File: src/rtl/lpc_pkg.sv
// Shared LPC definitions: frame nibbles, SYNC codes and the host cycle state set.
// Kept separate so the device-side block can decode the same encodings.
package lpc_pkg;

   localparam logic [3:0] LPC_START   = 4'h0;
   localparam logic [3:0] CYC_IO_RD   = 4'h0;
   localparam logic [3:0] CYC_IO_WR   = 4'h2;
   localparam logic [3:0] LAD_IDLE    = 4'hF;

   localparam logic [3:0] SYNC_RDY      = 4'h0;
   localparam logic [3:0] SYNC_SHORT_WT = 4'h5;
   localparam logic [3:0] SYNC_LONG_WT  = 4'h6;
   localparam logic [3:0] SYNC_RDY_MORE = 4'h9;
   localparam logic [3:0] SYNC_ERR      = 4'hA;

   typedef enum logic [3:0] {
      IDLE,
      START,
      CYCTYPE,
      ADDR,
      WDATA,
      TAR_H,
      TAR_F,
      SYNC,
      RDATA,
      TAR_R,
      ABORT
   } lpc_state_e;

   function automatic logic sync_is_ready(input logic [3:0] nib);
      return (nib == SYNC_RDY) || (nib == SYNC_RDY_MORE);
   endfunction

endpackage

File: src/rtl/lpc_host.sv
// LPC host for single-byte I/O read/write cycles, with SYNC wait handling,
// error reporting and a timeout abort. All bus outputs are registered.
module lpc_host
   import lpc_pkg::*;
#(
   parameter int SYNC_TIMEOUT = 32
) (
   input  logic        LPC_CLK,
   input  logic        LPC_RST,
   input  logic        req_valid,
   input  logic        req_write,
   input  logic [15:0] req_addr,
   input  logic [7:0]  req_wdata,
   output logic        req_ready,
   output logic        resp_valid,
   output logic [7:0]  resp_rdata,
   output logic        resp_err,
   output logic        LPC_FRAME,
   output logic [3:0]  LAD_OUT,
   output logic        LAD_OE,
   input  logic [3:0]  LAD_IN
);

   localparam logic [5:0] WAIT_LAST = 6'(SYNC_TIMEOUT - 1);

   lpc_state_e  state;
   logic        wr_q;
   logic        err_q;
   logic [15:0] addr_q;
   logic [7:0]  wdata_q;
   logic [7:0]  rdata_q;
   logic [1:0]  nib_idx;
   logic [5:0]  wait_cnt;

   always_ff @(posedge LPC_CLK or negedge LPC_RST) begin
      if (!LPC_RST) begin
         state      <= IDLE;
         wr_q       <= 1'b0;
         err_q      <= 1'b0;
         addr_q     <= '0;
         wdata_q    <= '0;
         rdata_q    <= '0;
         nib_idx    <= '0;
         wait_cnt   <= '0;
         req_ready  <= 1'b1;
         resp_valid <= 1'b0;
         resp_rdata <= '0;
         resp_err   <= 1'b0;
         LPC_FRAME  <= 1'b1;
         LAD_OUT    <= LAD_IDLE;
         LAD_OE     <= 1'b0;
      end else begin
         resp_valid <= 1'b0;
         case (state)
            IDLE: begin
               if (req_valid) begin
                  wr_q      <= req_write;
                  addr_q    <= req_addr;
                  wdata_q   <= req_wdata;
                  err_q     <= 1'b0;
                  req_ready <= 1'b0;
                  LPC_FRAME <= 1'b0;
                  LAD_OE    <= 1'b1;
                  LAD_OUT   <= LPC_START;
                  state     <= START;
               end
            end
            START: begin
               LPC_FRAME <= 1'b1;
               LAD_OUT   <= wr_q ? CYC_IO_WR : CYC_IO_RD;
               state     <= CYCTYPE;
            end
            CYCTYPE: begin
               LAD_OUT <= addr_q[15:12];
               nib_idx <= '0;
               state   <= ADDR;
            end
            // Address is shifted left so the next nibble is always at [11:8].
            ADDR: begin
               if (nib_idx == 2'd3) begin
                  nib_idx <= '0;
                  if (wr_q) begin
                     LAD_OUT <= wdata_q[3:0];
                     state   <= WDATA;
                  end else begin
                     LAD_OUT <= LAD_IDLE;
                     state   <= TAR_H;
                  end
               end else begin
                  LAD_OUT <= addr_q[11:8];
                  addr_q  <= {addr_q[11:0], 4'h0};
                  nib_idx <= nib_idx + 2'd1;
               end
            end
            WDATA: begin
               if (nib_idx == 2'd0) begin
                  LAD_OUT <= wdata_q[7:4];
                  nib_idx <= 2'd1;
               end else begin
                  LAD_OUT <= LAD_IDLE;
                  nib_idx <= '0;
                  state   <= TAR_H;
               end
            end
            TAR_H: begin
               LAD_OE <= 1'b0;
               state  <= TAR_F;
            end
            TAR_F: begin
               wait_cnt <= '0;
               state    <= SYNC;
            end
            SYNC: begin
               nib_idx <= '0;
               if (sync_is_ready(LAD_IN)) begin
                  state <= wr_q ? TAR_R : RDATA;
               end else if (LAD_IN == SYNC_ERR) begin
                  err_q <= 1'b1;
                  state <= TAR_R;
               end else if (wait_cnt == WAIT_LAST) begin
                  LPC_FRAME <= 1'b0;
                  LAD_OE    <= 1'b1;
                  LAD_OUT   <= LAD_IDLE;
                  state     <= ABORT;
               end else begin
                  wait_cnt <= wait_cnt + 6'd1;
               end
            end
            RDATA: begin
               if (nib_idx == 2'd0) begin
                  rdata_q[3:0] <= LAD_IN;
                  nib_idx      <= 2'd1;
               end else begin
                  rdata_q[7:4] <= LAD_IN;
                  nib_idx      <= '0;
                  state        <= TAR_R;
               end
            end
            TAR_R: begin
               if (nib_idx == 2'd0) begin
                  nib_idx <= 2'd1;
               end else begin
                  nib_idx    <= '0;
                  resp_valid <= 1'b1;
                  resp_err   <= err_q;
                  resp_rdata <= (err_q || wr_q) ? 8'h00 : rdata_q;
                  req_ready  <= 1'b1;
                  state      <= IDLE;
               end
            end
            ABORT: begin
               if (nib_idx == 2'd3) begin
                  nib_idx    <= '0;
                  LPC_FRAME  <= 1'b1;
                  LAD_OE     <= 1'b0;
                  resp_valid <= 1'b1;
                  resp_err   <= 1'b1;
                  resp_rdata <= 8'h00;
                  req_ready  <= 1'b1;
                  state      <= IDLE;
               end else begin
                  nib_idx <= nib_idx + 2'd1;
               end
            end
            default: state <= IDLE;
         endcase
      end
   end

endmodule

File: config.mk
export PLATFORM = sky130hd
export DESIGN_NAME = lpc_host
export DESIGN_NICKNAME = d
export VERILOG_FILES = /design/src/rtl/lpc_pkg.sv /design/src/rtl/lpc_host.sv
export SDC_FILE = /design/constraint.sdc
export NUM_CORES = 1
export LEC_CHECK = 0
export CORE_MARGIN = 5
export CORE_UTILIZATION = 40
export CTS_CLUSTER_SIZE = 16
export DETAILED_ROUTE_END_ITERATION = 10
export PLACE_DENSITY = 0.7
export SETUP_SLACK_MARGIN = 0.5
export SYNTH_ARGS = -nofsm -noshare
export SYNTH_HDL_FRONTEND = slang
export SYNTH_SLANG_ARGS = --single-unit
File: constraint.sdc
create_clock -name LPC_CLK -period 1.7 [get_ports LPC_CLK]
set_clock_uncertainty 0.05 [all_clocks]
set_input_delay 0.255 -clock LPC_CLK [delete_from_list [all_inputs] [get_ports LPC_CLK]]
set_output_delay 0.255 -clock LPC_CLK [all_outputs]
set_load 0.02 [all_outputs]
==> qor.csv, run 1 <==
metric,value,unit
status,"finished, violations left",
failing checks,setup timing,
Placement Setup Slack,-467.9,ps
Max clock buf depth,2,
WL met2,6.281,mm
RSZ-0062 raised after global routing,true,
DR DRC count,0,
GRT Resource Usage Total,21.47,%
Max Clk Rate,521.3,MHz
Net Sw Power,4385,uW
syn nets,396,
VDD IR-drop max,0.9272,mV
Synth async-reset ratio,100.0,%
Synth Area per Inst,9.039,sq um
largest net degree at the start of global routing,52,
initial antenna violation count,0,
Area contributors post-synth,"dfrtp_1 44%, nand2_1 9.7%, dfstp_2 4.8%",
first-pass GRT wire length,16.70,mm
placed cells,556,
CTS Buf Count,9,
CTS tree,built,
GPL Wtd Cong,0.8069,
"Net count, final",567,
vias in the first global route,3315,
Combinational Power Share,62.9,%
Yosys top cell by area,dfrtp_1,
Routed Antenna Nets,0,
Mapped Area,3263,sq um
routed len/inst,18.83,um
share of layout cells above drive strength 1,51.77,%
Rel. slew slack,71.95,%
CP endpoint kind,flip-flop,
clock sinks,63,
leakage power figure,0.002583,uW
Clock transition at path regs,80,ps
Yosys cell types,62,
M1 WL,4.797,mm
critical path arrival,2100,ps
Synth Register Bits,63,
Top Layer Used,met4,
worst skew pair latency,360,ps
FF+latch area,1589,sq um
area occupied by multi-input gates,2083,sq um
fin area,5728,sq um
cells after synthesis,361,
Net Sw Frac,40.92,%
Pwr Density,1871,nW/um^2
Final Hold Fails,0,
"Primary FF master, synth",dfrtp_1,
number of fill cells,547,
period utilisation layout,112.8,%
critical path class,flip-flop to flip-flop,
minimum clock period,1918,ps
vias per cell,5.576,
area share of the leading cell type in the synthesized netlist,43.71,%
Core ar.,8093,sq um
Post-Layout Cell Count,642,
Tightest Pin Transition,419.3,ps
Sequential Power Share,24.8,%
total chip power,10720,uW
H-tree Lvls,3,
Internal,6332,uW
final wirelength,12.09,mm
GRT overflow,0,
post-synthesis sequential area ratio,48.54,%
met3 routed WL,688,um
DR pass1 iterations,5,
DR iter-0 viols,298,
# setup viols final,45,
Hold/Removal Path Class,input port to asynchronous set/reset pin,
DP HPWL,6.390,mm
number of top-level pins,49,
final worst slack,-218.2,ps
"Req. time, crit path",1880,ps
Die ar.,10060,sq um
clock network power share,12.2,%
FP Rows,33,
max_cap viols,0,
startpoint types,flip-flop,
IO Port Bufs,48,
Vias,3580,
largest fanout on the critical path,3,
Starting Density,40.32,%
Ys Warns,0,
Placed Area,4395,sq um
Max Slew Vio Count,0,
# diodes,0,
die width,100.3,um
Root Buffer,clkbuf_8,
number of flops mapped to enable cells by yosys,0,
area grow syn2layout,75.54,%
Die Height,100.3,um
routing by layer:
metal  vias to the layer above  global-route usage, %
met5                         -                      0
met4                         0                  6.632
met3                        37                  5.073
met2                       154                  35.73
met1                      1771                  27.72
li1                       1618                      -
what timing repair did:
action | in CTS | in global routing
gates cloned | 5 | 2
buffers inserted | 34 | 28
gates resized for setup | 189 | 71
pin swaps | 45 | 32
hold buffers | 1 | 0
endpoints found under the hold margin | 7 | 0
setup endpoints to repair | 80 | 80
worst paths after layout:
kind	start	to	slack (ps)	depth (start not counted)
hold reg to reg	wdata_q[6]$_DFFE_PN0P_	wdata_q[6]$_DFFE_PN0P_	430	2
setup / recovery	nib_idx[1]$_DFFE_PN0P_	state[2]$_DFFE_PN0P_	-220	7
max in group asynchronous	LPC_RST	req_ready$_DFFE_PN1P_	660	3
hold / removal	LPC_RST	resp_valid$_DFF_PN0_	290	2
setup reg to reg	nib_idx[1]$_DFFE_PN0P_	state[2]$_DFFE_PN0P_	-220	7
min in group LPC_CLK	LAD_IN[2]	rdata_q[2]$_DFFE_PN0P_	310	2
cell families (layout without fill, tap and decap cells):
logic type	count (synthesis)	count (layout)	synth area share [%]
adders and majority gates	3	3	1.150
xor gates and xnor gates	2	2	0.5369
muxes	10	10	3.451
and+or+nand+nor	153	156	21.86
AOI/OAI and AO/OA	99	100	20.36
DFF	63	63	48.54
buffers and inverters	31	203	4.103
registers in the layout (all words and copies together), names as in the netlist:
signal      flops
addr_q         16
rdata_q         8
resp_rdata      8
wdata_q         8
wait_cnt        6
LAD_OUT         4
state           4
nib_idx         2
LAD_OE          1
LPC_FRAME       1
err_q           1
req_ready       1
resp_err        1
resp_valid      1
wr_q            1
synth_stat cells, types with 2 or more instances:
master,number
a211oi_2,2
a21o_1,3
a21oi_1,17
a22o_1,4
a31oi_1,16
and2_1,2
buf_2,11
clkbuf_1,8
dfrtp_1,57
dfstp_2,6
ha_1,3
inv_1,11
mux2_1,5
mux2_2,5
nand2_1,84
nand2b_1,2
nand3_1,8
nand3_2,2
nand4_1,3
nor2_1,27
nor2b_1,4
nor3_1,3
nor3_2,2
o21a_1,3
o21ai_0,27
o21ai_1,3
o221ai_1,2
o22ai_1,2
o31ai_1,2
o32a_1,3
or3_1,3
cell type report:
type / count / share of cell area [%]
well taps: 105 / 2.294
clock inverters: 6 / 1.070
flip-flops and latches: 63 / 27.74
repair buffers: 176 / 29.45
clock buffers: 10 / 2.228
multi-input cells: 271 / 36.37
inverters: 11 / 0.8519
stage by stage:
stage                     util (%)  setup TNS [ps]  hold WS [ps]
final                        70.78           -3728         290.5
after global routing         70.78           -7400         307.1
after CTS                    64.66          -570.5         282.4
after detailed placement     54.31           -5577         132.8
after global placement       54.31           -4670         127.9
after floorplan                  -          -409.5        -90.59
power groups by stage:
stage | Sequential, uW | Combinational (uW) | Clock (uW)
after floorplan | 2610 | 2790 | 0
after global placement | 2560 | 4200 | 0
after detailed placement | 2580 | 4300 | 0
after CTS | 2610 | 5550 | 1310
after global routing | 2740 | 7140 | 1400
final | 2660 | 6740 | 1310
cell usage in the layout, fill, tap and decap left out, types with 3 or more instances in the layout:
cell type	synthesis	routed
dlygate4sd2_1	0	3
inv_1	11	6
a211oi_4	1	3
nor2_1	27	15
nand2_4	0	5
o32a_1	3	3
nor2_4	0	4
o21a_1	3	3
nand4_1	3	3
nor2_2	0	8
buf_8	0	3
dfstp_2	6	6
nor2b_4	0	3
inv_2	0	3
nand2_2	0	22
clkbuf_8	0	9
nand2_8	0	3
buf_12	0	5
a21o_1	3	3
o21ai_0	27	9
nor3_4	0	3
dfrtp_2	0	4
o21ai_2	1	8
a21oi_2	1	5
a31oi_1	16	16
a22o_1	4	4
dfrtp_1	57	53
clkinv_2	0	3
buf_6	0	47
mux2_4	0	10
clkdlybuf4s50_1	0	27
nand3_1	8	7
o21ai_1	3	13
a21oi_1	17	10
a21oi_4	0	3
nand2_1	84	57
buf_4	1	86
critical path, stage by stage (launching register included):
cell	delay [ps]
dfrtp_1	360
inv_2	60
ha_4	160
and3b_1	210
o21a_1	220
a211oi_4	270
nand2_2	140
a221o_1	320
Power figures use the tool's default switching activity.
==> run 2, diff against run 1 <==
--- a/config.mk
+++ b/config.mk
@@ -11,6 +11,7 @@
 export DETAILED_ROUTE_END_ITERATION = 10
 export PLACE_DENSITY = 0.7
 export SETUP_SLACK_MARGIN = 0.5
+export SLEW_MARGIN = 5
 export SYNTH_ARGS = -nofsm -noshare
 export SYNTH_HDL_FRONTEND = slang
 export SYNTH_SLANG_ARGS = --single-unit
==> results of run 2 <==
Same layout as run 1: the final DEF is identical, and so are final timing and power.
